<file path="src/rtl/trng_pkg.sv">
// Shared types and constants for the TRNG conditioning path.
package trng_pkg;

  typedef enum logic {
    VN_FIRST  = 1'b0,
    VN_SECOND = 1'b1
  } vn_state_t;

  localparam int TRNG_BYTE_W      = 8;
  localparam int TRNG_RCT_DEFAULT = 32;

endpackage

</file>
<file path="src/rtl/trng_sync.sv">
// Multi-flop synchroniser for asynchronous inputs such as the raw entropy bit.
module trng_sync #(
  parameter int DATA_W      = 1,
  parameter int SYNC_STAGES = 2
) (
  input  logic              clk,
  input  logic              rst,
  input  logic [DATA_W-1:0] din,
  output logic [DATA_W-1:0] dout
);

  logic [DATA_W-1:0] sync_q [SYNC_STAGES];

  always_ff @(posedge clk or posedge rst) begin
    if (rst) begin
      for (int i = 0; i < SYNC_STAGES; i++) sync_q[i] <= '0;
    end else begin
      sync_q[0] <= din;
      for (int i = 1; i < SYNC_STAGES; i++) sync_q[i] <= sync_q[i-1];
    end
  end

  assign dout = sync_q[SYNC_STAGES-1];

endmodule

</file>
<file path="src/rtl/trng_conditioner.sv">
// Entropy post-processing: sync, repetition-count health test, Von Neumann
// debias, byte packing and a valid/ready output register.
module trng_conditioner
  import trng_pkg::*;
#(
  parameter int SYNC_STAGES = 2,
  parameter int RCT_LIMIT   = TRNG_RCT_DEFAULT
) (
  input  logic                   clk,
  input  logic                   rst,
  input  logic                   en,
  input  logic                   raw_bit,
  output logic [TRNG_BYTE_W-1:0] rnd_byte,
  output logic                   rnd_valid,
  input  logic                   rnd_ready,
  output logic                   health_fail,
  input  logic                   clear_fail
);

  localparam logic [3:0] PK_FULL = 4'(TRNG_BYTE_W);

  function automatic logic [7:0] sat_inc(input logic [7:0] v);
    return (v == 8'hFF) ? v : v + 8'd1;
  endfunction

  logic                   s;
  logic [7:0]             rep_cnt, rep_nxt;
  logic                   last;
  logic                   trip, block, pk_clr;
  vn_state_t              vn_state, vn_nxt;
  logic                   vn_a, emit;
  logic [3:0]             pk_cnt;
  logic [TRNG_BYTE_W-1:0] pk_sh, sh_nxt;
  logic                   out_free, load;
  logic [TRNG_BYTE_W-1:0] load_byte;

  trng_sync #(.DATA_W(1), .SYNC_STAGES(SYNC_STAGES)) u_sync (
    .clk  (clk),
    .rst  (rst),
    .din  (raw_bit),
    .dout (s)
  );

  // Sample stage: repetition-count health test
  always_comb begin
    rep_nxt = rep_cnt;
    if (en) rep_nxt = (rep_cnt != 8'd0 && s == last) ? sat_inc(rep_cnt) : 8'd1;
  end

  assign trip   = en && (rep_nxt == 8'(RCT_LIMIT));
  assign block  = !clear_fail && (health_fail || trip);
  assign pk_clr = clear_fail || block;

  always_ff @(posedge clk or posedge rst) begin
    if (rst) begin
      rep_cnt     <= 8'd0;
      last        <= 1'b0;
      health_fail <= 1'b0;
    end else begin
      if (clear_fail) begin
        rep_cnt     <= 8'd0;
        health_fail <= 1'b0;
      end else begin
        rep_cnt <= rep_nxt;
        if (en) last <= s;
        if (trip) health_fail <= 1'b1;
      end
    end
  end

  // Debias stage: Von Neumann pair extractor
  always_comb begin
    vn_nxt = vn_state;
    emit   = 1'b0;
    if (!en) begin
      vn_nxt = VN_FIRST;
    end else begin
      case (vn_state)
        VN_FIRST:  vn_nxt = VN_SECOND;
        VN_SECOND: begin
          vn_nxt = VN_FIRST;
          emit   = (s != vn_a);
        end
        default:   vn_nxt = VN_FIRST;
      endcase
    end
    if (pk_clr) begin
      vn_nxt = VN_FIRST;
      emit   = 1'b0;
    end
  end

  always_ff @(posedge clk or posedge rst) begin
    if (rst) begin
      vn_state <= VN_FIRST;
      vn_a     <= 1'b0;
    end else begin
      vn_state <= vn_nxt;
      if (en && vn_state == VN_FIRST) vn_a <= s;
    end
  end

  // Pack stage: shift register plus output holding register
  assign out_free  = !rnd_valid || rnd_ready;
  assign sh_nxt    = {pk_sh[TRNG_BYTE_W-2:0], vn_a};
  assign load      = !pk_clr && out_free &&
                     ((pk_cnt == PK_FULL) || (emit && pk_cnt == PK_FULL - 4'd1));
  assign load_byte = (pk_cnt == PK_FULL) ? pk_sh : sh_nxt;

  always_ff @(posedge clk or posedge rst) begin
    if (rst) begin
      pk_cnt <= 4'd0;
      pk_sh  <= '0;
    end else if (pk_clr) begin
      pk_cnt <= 4'd0;
      pk_sh  <= '0;
    end else if (pk_cnt == PK_FULL) begin
      if (out_free) pk_cnt <= 4'd0;
    end else if (emit) begin
      pk_sh  <= sh_nxt;
      pk_cnt <= load ? 4'd0 : pk_cnt + 4'd1;
    end
  end

  always_ff @(posedge clk or posedge rst) begin
    if (rst) begin
      rnd_byte  <= '0;
      rnd_valid <= 1'b0;
    end else if (block) begin
      rnd_valid <= 1'b0;
    end else if (load) begin
      rnd_byte  <= load_byte;
      rnd_valid <= 1'b1;
    end else if (rnd_valid && rnd_ready) begin
      rnd_valid <= 1'b0;
    end
  end

endmodule

</file>
<file path="config.mk">
export PLATFORM = sky130hd
export DESIGN_NAME = trng_conditioner
export DESIGN_NICKNAME = d
export VERILOG_FILES = /design/src/rtl/trng_pkg.sv /design/src/rtl/trng_sync.sv /design/src/rtl/trng_conditioner.sv
export SDC_FILE = /design/constraint.sdc
export NUM_CORES = 1
export LEC_CHECK = 0
export BUFFER_PORTS_ARGS = -buffer_cell sky130_fd_sc_hd__buf_2
export CAP_MARGIN = 20
export CORE_AREA = 5 5 70 72
export DETAILED_ROUTE_END_ITERATION = 8
export DIE_AREA = 0 0 75 77
export GPL_ROUTABILITY_DRIVEN = 0
export GPL_TIMING_DRIVEN = 0
export PLACE_DENSITY = 0.66
export SYNTH_ARGS = -nofsm -noshare
export SYNTH_HDL_FRONTEND = slang
export SYNTH_SLANG_ARGS = --single-unit
</file>
<file path="constraint.sdc">
create_clock -name clk -period 2.22 [get_ports clk]
set_input_delay 0.222 -clock clk [delete_from_list [all_inputs] [get_ports clk]]
set_output_delay 0.222 -clock clk [all_outputs]
set_load 0.01 [all_outputs]
</file>
After elaboration in Yosys (flattened, before gate mapping)
Index checks and enable logic that the tools add are counted.
{ "totals": {"regBits": 35, "inputBits": 6, "output_inout_bits": 10} }
{ "classes": {"n_eq_ne": 8, "bitwise": 3, "n_mux": 24, "n_reduce_logical": 24, "n_addsub": 2} }
{ "op_table": {"columns": ["operator", "count"], "rows": [
  ["two-way mux 8 bit", 8],
  ["two-way mux 4 bit", 5],
  ["two-way mux 1 bit", 10],
  ["adder 8 x 1 -> 8 bit (second input constant)", 1],
  ["equality test 8 x 6 -> 1 bit (second input constant)", 1],
  ["equality test 8 bit (second input constant)", 1],
  ["logical AND 1 bit", 8],
  ["AND reduction 2 bit", 4],
  ["nonzero test 8 bit", 1],
  ["nonzero test 3 bit", 2],
  ["adder 4 x 1 -> 4 bit (second input constant)", 1],
  ["equality test 4 x 3 -> 1 bit (second input constant)", 1],
  ["equality test 4 bit (second input constant)", 1],
  ["logical OR 1 bit", 4],
  ["nonzero test 2 bit", 2],
  ["zero test 1 bit", 3],
  ["inequality test 3 bit (second input constant)", 1],
  ["NOT 1 bit", 3],
  ["inequality test 2 bit (second input constant)", 1],
  ["one-hot mux 1 bit (2 select lines)", 1],
  ["equality test 1 bit", 1],
  ["inequality test 1 bit", 1]
]} }

Depth between registers and ports, before layout
Gate-level depths: netlist of run 1.
{ "depth": {"word_depth": 17, "mapped_depth": 9} }

By module
A second synthesis of run 1 with hierarchy kept.
{ "hier_totals": {"cells_unflattened": 204, "hier_area_um2": 1873.0} }
{ "by_module_without_submodules": {"columns": ["mod", "seq_area_each_um2", "instances", "area_each_um2", "cells_each"], "rows": [
  ["trng_conditioner", 825.8, 1, 1819.2, 201],
  ["trng_sync", 50.0, 1, 53.8, 3]
]} }

Worst setup path after synthesis of run 1
OpenSTA, ideal clock, no wires.
{ "synth_path": {"kind": "reg-to-reg", "startpoint": "register pk_cnt[0]", "endpoint": "register rnd_byte[0]", "setup_slack_ps": -16, "path_buffers": 0, "period_less_slack_ps": 2236, "stages_incl_launch_ff": 9, "arrival_ps": 2111, "cell_sequence": "dfrtp_1 > inv_1 > ha_1 > nand2_1 > nor2_1 > a31oi_1 > or4_4 > nor2_4 > mux2_2"} }
{ "synth_via": {"elab_chain_len": 5, "elab_cells_between_ends": 7, "classes_between": "eq/ne (2); mux (1); reduce/logical (4)"} }
{ "synth_rtl": {"columns": ["item", "line_no", "source"], "rows": [
  ["from (decl)", "trng_conditioner.sv:32", "logic [3:0] pk_cnt;"],
  ["from (signal assigned)", "trng_conditioner.sv:121", "pk_cnt <= load ? 4'd0 : pk_cnt + 4'd1;"],
  ["equality test 4 x 3 -> 1 bit", "trng_conditioner.sv:107", "((pk_cnt == PK_FULL) || (emit && pk_cnt == PK_FULL - 4'd1));"],
  ["logical AND 1 bit", "trng_conditioner.sv:107", null],
  ["logical OR 1 bit", "trng_conditioner.sv:107", null],
  ["logical AND 1 bit", "trng_conditioner.sv:106", "assign load = !pk_clr && out_free &&"],
  ["AND reduction 2 bit (no line)", null, null],
  ["to (signal assigned)", "trng_conditioner.sv:132", "rnd_byte <= load_byte;"],
  ["to (decl)", "trng_conditioner.sv:13", "output logic [TRNG_BYTE_W-1:0] rnd_byte,"]
]} }
Several ways; a longest one is shown, not always the timed one.
A chain may end at the register's enable or synchronous reset.

Worst setup path after layout of run 1
{ "layout_path": {"startpoint": "register rep_cnt[5]", "endpoint": "register rnd_byte[5]"} }
{ "layout_via": {"elab_chain_len": 14, "elab_cells_between_ends": 20, "classes_between": "add/sub (1); eq/ne (2); mux (4); bitwise (1); reduce/logical (12)"} }
{ "layout_rtl": {"columns": ["item", "line_no", "source"], "rows": [
  ["from (decl)", "trng_conditioner.sv:27", "logic [7:0] rep_cnt, rep_nxt;"],
  ["from (signal assigned)", "trng_conditioner.sv:64", "rep_cnt <= rep_nxt;"],
  ["adder 8 x 1 -> 8 bit, or another cell as far along", "trng_conditioner.sv:23", "return (v == 8'hFF) ? v : v + 8'd1;"],
  ["two-way mux 8 bit / logical AND 1 bit (equally long branches)", "trng_conditioner.sv:23, trng_conditioner.sv:47", null],
  ["two-way mux 8 bit", "trng_conditioner.sv:47", "if (en) rep_nxt = (rep_cnt != 8'd0 && s == last) ? sat_inc(rep_cnt) : 8'd1;"],
  ["two-way mux 8 bit *", "trng_conditioner.sv:47", null],
  ["equality test 8 x 6 -> 1 bit *", "trng_conditioner.sv:50", "assign trip = en && (rep_nxt == 8'(RCT_LIMIT));"],
  ["logical AND 1 bit *", "trng_conditioner.sv:50", null],
  ["logical OR 1 bit *", "trng_conditioner.sv:51", "assign block = !clear_fail && (health_fail || trip);"],
  ["logical AND 1 bit *", "trng_conditioner.sv:51", null],
  ["logical OR 1 bit", "trng_conditioner.sv:52", "assign pk_clr = clear_fail || block;"],
  ["two-way mux 1 bit", "trng_conditioner.sv:87", "if (pk_clr) begin"],
  ["logical AND 1 bit", "trng_conditioner.sv:107", null],
  ["logical OR 1 bit", "trng_conditioner.sv:107", null],
  ["logical AND 1 bit", "trng_conditioner.sv:106", null],
  ["AND reduction 2 bit (no line) *", null, null]
]} }
Every way passes the cells marked *; elsewhere a longest branch is shown, timed or not.

==> results.cfg, run 1 <==
[clock_network]
htreeDepth = 2
clkLatencyLatePin_ns = 0.29
cts_tree = done
clk_pin_slew_worst_paths_ns = 0.07
clockBufferDepth = 2
cts-root-buf = clkbuf_8
cts_hold_buffers = 0
cts_buffers = 5
cts_sinks = 35

[layout]
final_core_util = 0.556
n_antenna_cell = 0
drive_above_1_share = 0.331
area_growth_pct = 25.0
fin_cells = 288
fillers = 381
fin_nets = 245

[setup_path]
crit_top_cell = buf_4
crit_slowest_cell = a2111oi_4
r2r-start = rep_cnt[5]
required_ns = 2.40
reg2reg_slack_ns = -0.05
ff2ff_path_depth = 8
worstSetupPathType = reg -> reg
endpoint_kind = flip-flop
cp-start-kind = flip-flop
r2r-end = rnd_byte[5]
crit_fanout = 10
cpPeakStageDelay_ns = 0.38
arrival_ns = 2.45
path_cells = buf_4 -> nand4_1 -> buf_4 -> o211ai_1 -> a22o_4 -> a2111oi_4 -> nor2_4 -> mux2_2

[drt]
wire_per_inst_um = 14.8
vias = 1563
drt_iter0_markers = 165
wl_um = 4260
dr.pass1.iters = 4
drc = 0
ant_nets = 0
viasPerCell = 5.43

[timing]
hold_ws_ns = 0.0361
relSlewSlack = 0.499
period_share = 1.02
slew_viol_final = 0
setup_viol = 8
period_needed_ns = 2.27
worst_slew_pin_slew_ns = 0.750
hold_viol_final = 0
rsz0062_at_grt = true
setup_slack_ns = -0.0488
fin_worst_skew_ns = 0.00886
max_freq_mhz = 441
tns_ns = -0.315

[power]
p_per_area_nw_per_um2 = 560
leakage_nw = 1.05
power_mw = 1.32
peakVddDrop_mv = 0.345

[yosys]
syn_inst = 201
synth_compound_area_frac = 0.119
synth.yosys.warnings = 0
seq_area_frac_synth = 0.465
ys_ff_latch = 35
synth_edf_count = 0
synth.area.top_cells = dfrtp_1 (46%), nand2_1 (8.8%), mux2_2 (6.6%)
synth_area_um2 = 1880
yosys_most_used_dff = dfrtp_1
syn-num-nets = 211
yosys.area_share.simple = 0.257
ys_async_sr_fraction = 1.00
syn_area_per_cell_um2 = 9.37
synth.distinct_cells = 44
synth_xor_area_frac = 0.0232
synth_top_cell_by_area = dfrtp_1
synthAdderAreaFrac = 0.0266
muxShareOfSynthArea = 0.0657
netlist.area_leader.share = 0.465
synth_top_family_by_area = simple AND/OR/NAND/NOR gates

[global_routing]
grt_pass1_vias = 1475
grt_first_pass_wirelength_um = 7230
grt_overflow = 0
antenna_found_initial = 0
grt_start_max_net_pins = 21
track_usage = 0.162

[floorplan]
initial_core_util = 0.445
die_height_um = 77
pin_count = 16
num_rows = 24
fp.dieW_um = 75
die_area_um2 = 5780
core_um2 = 4230

[hold_path]
hold_end = u_sync.sync_q[1]
hold_depth = 1
min_from = raw_bit
holdCritPathClass = in -> reg

[placement]
dp_hpwl_um = 2650
io_buffers = 15
placed_cells = 269

[job]
cap_violations = 0

[status]
violations = setup timing
status = complete, but fails checks
==> final cells by class <==
class	count	area [um^2]	area share
multi-input cells	148	1030	0.437
flip-flops and latches	35	880	0.374
repair buffers	28	193	0.0818
clock buffers	7	96.3	0.0409
well taps	52	65.1	0.0276
plain buffers	8	51.3	0.0218
inverters	9	33.8	0.0143
clock inverters	1	7.51	0.00319
==> layout by cell type (no fill, tap or decap), types with 4 or more instances in the layout <==
| cell type | instances |
|---|---|
| buf_2 | 17 |
| nor2_1 | 11 |
| inv_1 | 8 |
| nand2_1 | 44 |
| nand3_1 | 12 |
| mux2_2 | 10 |
| nand2b_1 | 4 |
| a21oi_1 | 13 |
| buf_4 | 15 |
| dfrtp_1 | 32 |
| clkbuf_8 | 7 |
==> how the worst max path moves through the flow <==
stage,start,end,slack (ns)
2_1_floorplan,rep_cnt[1],pk_cnt[2],0.05
3_5_place_dp,pk_cnt[0],rnd_byte[5],-0.26
4_1_cts,vn_a,rnd_byte[5],-0.0008
5_1_grt,rep_cnt[4],rnd_byte[6],-0.11
6_report,rep_cnt[5],rnd_byte[5],-0.05
3_3_place_gp,rep_cnt[1],pk_sh[3],-0.25
==> registers in the layout, summed over array words and instances, names as in the netlist, 4 cells and up <==
register,cells
pk_cnt,4
pk_sh,8
rep_cnt,8
rnd_byte,8
==> worst max-delay path: cells and delay by family, from the launching register on <==
kind            cells  cell delay, ns
simple gates        2            0.30
mux                 1            0.30
flops               1            0.37
buf+inv             2            0.35
compound gates      3            0.85
==> Yosys cell counts, types with 2 or more instances <==
cell       n
xor2_1     3
and3_1     2
or3_1      2
a31oi_1    2
nor2_1    12
clkbuf_1   2
o21ai_0    2
nor3_1     3
buf_2      3
xnor2_1    2
buf_4      3
mux2_2    11
ha_1       4
nand4_1    3
dfrtp_1   35
nand2_1   44
a21oi_1   15
nand2b_1   4
nand3_1   12
inv_1      9
or2_2      2
nor2b_1    3
and4_1     2
==> logic make-up (layout without fill, tap and decap cells) <==
family                     count (synthesis)  after routing
and+or+nand+nor                           97             97
DFF                                       35             35
AOI/OAI and AO/OA                         31             31
buffers and inverters                     18             53
muxes                                     11             11
xor gates and xnor gates                   5              5
adders and majority gates                  4              4
==> repair_timing <==
item | 4_1_cts | 5_1_grt
setup buffers | 9 | 4
pin swaps | 10 | 8
endpoints found under the setup margin | 22 | 21
resized for setup | 10 | 13
==> per-layer routing <==
metal	GRT usage	routed length, um	share of wire	up-vias
met5	0	0	0	-
met1	0.231	1960	0.46	749
li1	-	-	-	758
met4	0.0694	83	0.019	0
met3	0.0418	221	0.052	7
met2	0.230	1990	0.47	49
==> report_power, final <==
group	internal, mW	switching [mW]
Combinational	0.0552	0.0734
Clock	0.282	0.244
Sequential	0.650	0.0140
Total	0.988	0.332
==> stage by stage <==
| step | setup slack [ns] | instance area, um^2 |
|---|---|---|
| floorplan | 0.0468 | 1890 |
| global placement | -0.253 | 2030 |
| detailed placement | -0.259 | 2050 |
| CTS | -0.000818 | 2280 |
| global route | -0.111 | 2350 |
| finish | -0.0488 | 2350 |
(Power assumes the default switching activity.)
==> inputs of run 2 (changes only) <==
--- a/config.mk
+++ b/config.mk
@@ -12,7 +12,7 @@
 export DIE_AREA = 0 0 75 77
 export GPL_ROUTABILITY_DRIVEN = 0
 export GPL_TIMING_DRIVEN = 0
-export PLACE_DENSITY = 0.66
+export PLACE_DENSITY = 0.69
 export SYNTH_ARGS = -nofsm -noshare
 export SYNTH_HDL_FRONTEND = slang
 export SYNTH_SLANG_ARGS = --single-unit
==> run 2 against run 1 <==
The flow still finishes with violations (setup timing). Fmax up 1.4%. Utilization increased by 3.8 points. Sequential cell count did not move. First-iteration DRC count shrank 67%. Setup slack better by 0.030 ns. Final area increased by 6.7%. Clock power is 31% higher. Clock-buffer cell count is 2 lower. Cell count rose by 3.8%. Power increased by 14%. Combinational power rose by 13%. Largest cell class unchanged. Largest power group is now clock.
==> results.cfg, run 2 (same netlist as run 1, synthesis figures left out) <==
[status]
status = complete, but fails checks
violations = setup timing

[power]
swShare = 0.223
p_per_area_nw_per_um2 = 598
leakage_nw = 1.12
p_switching_mw = 0.336
peakVddDrop_mv = 0.466
comb_power_share = 0.097
p_int_mw = 1.17
power_mw = 1.50
clockPowerShare = 0.461
power_frac_seq = 0.442

[floorplan]
die_height_um = 77
core_um2 = 4230
die_area_um2 = 5780
pin_count = 16
num_rows = 24
initial_core_util = 0.445
fp.dieW_um = 75

[layout]
design_area_um2 = 2510
layout_common_cells = nand2_1 (43), dfrtp_1 (32), buf_4 (23)
reg_top3 = pk_sh (8), rep_cnt (8), rnd_byte (8)
n_antenna_cell = 0
drive_above_1_share = 0.372
multi_input_area_um2 = 1060
fin_nets = 256
fillers = 350
area_growth_pct = 33.4
fin_cells = 299
seq_area_um2 = 880
layout_commonest_cell = nand2_1
final_core_util = 0.594

[clock_network]
clkLatencyLatePin_ns = 0.29
cts_tree = done
cts-root-buf = clkbuf_8
cts_buffers = 5
cts_hold_buffers = 0
htreeDepth = 2
clk_pin_slew_worst_paths_ns = 0.08
cts_sinks = 35
clockBufferDepth = 2

[timing]
hold_ws_ns = 0.0363
slew_viol_final = 0
setup_slack_ns = -0.0185
period_needed_ns = 2.24
hold_viol_final = 0
worst_slew_pin_slew_ns = 0.712
tns_ns = -0.0685
max_freq_mhz = 447
rsz0062_at_grt = true
period_share = 1.01
relSlewSlack = 0.525
setup_viol = 4
fin_worst_skew_ns = 0.0103

[drt]
ant_nets = 0
dr.pass1.iters = 4
wl_um = 4370
viasPerCell = 5.43
drc = 0
wire_per_inst_um = 14.6
drt_iter0_markers = 55
vias = 1624

[global_routing]
grt_overflow = 0
antenna_found_initial = 0
grt_first_pass_wirelength_um = 6990
grt_start_max_net_pins = 20
track_usage = 0.156
grt_pass1_vias = 1488

[setup_path]
crit_slowest_cell = dfrtp_2
critPathBufInv = 0
crit_fanout = 8
path_cells = ha_4 -> and4_4 -> a31oi_4 -> o2111ai_4 -> a2111oi_4 -> nor2_4 -> mux2_4
arrival_ns = 2.41
cpLargestDelayFamily = compound AO/OA/AOI/OAI gates
endpoint_kind = flip-flop
reg2reg_slack_ns = -0.02
cpPeakStageDelay_ns = 0.46
worstSetupPathType = reg -> reg
required_ns = 2.39
cp-start-kind = flip-flop

[hold_path]
holdCritPathClass = in -> async

[placement]
placed_cells = 269
placed_area_um2 = 2050
dp_hpwl_um = 2610
io_buffers = 15
dpl_worst_slack_ns = -0.218

[job]
cap_violations = 0
run 2: cell count changes in the layout (fill, tap and decap cells not counted), moves of 2 or more:
cell       before  now
buf_4          15   23
buf_6           1    4
bufinv_16       0    2
clkbuf_8        7    5
mux2_2         10    7
mux2_4          1    4
nand3_4         0    2
run 2: final timing paths:
path                                   from          endpoint  cells past startpoint
setup / recovery                 rep_cnt[1]       rnd_byte[1]                      7
hold / removal                          rst          pk_sh[2]                      2
setup reg to reg                 rep_cnt[1]       rnd_byte[1]                      7
hold reg to reg            u_sync.sync_q[1]       u_sync.dout                      0
max in group asynchronous               rst        rep_cnt[0]                      3
min in group clk                    raw_bit  u_sync.sync_q[1]                      1
run 2: cell type report:
cell class | count | area share
repair buffers | 39 | 0.111
multi-input cells | 148 | 0.422
plain buffers | 8 | 0.0229
clock inverters | 3 | 0.0269
well taps | 52 | 0.0259
flip-flops and latches | 35 | 0.350
clock buffers | 5 | 0.0274
inverters | 9 | 0.0134
run 2: layer usage:
metal,routed length [um],global-route usage,vias to the layer above
met1,1880,0.211,785
met4,96,0.0480,0
met5,0,0,-
met3,206,0.0405,10
met2,2190,0.242,44
li1,-,-,785
run 2: what timing repair did:
item,4_1_cts,5_1_grt
gates resized for setup,16,20
cloned,0,1
pin swaps,12,8
endpoints found under the setup margin,22,21
setup buffers,11,11
run 2: power groups by stage:
stage	combinational (mW)	sequential [mW]	clock (mW)
after floorplan	0.0697	0.672	0
after detailed placement	0.0995	0.676	0
after global placement	0.0928	0.674	0
final	0.146	0.664	0.693
after CTS	0.126	0.663	0.708
after global routing	0.160	0.665	0.745
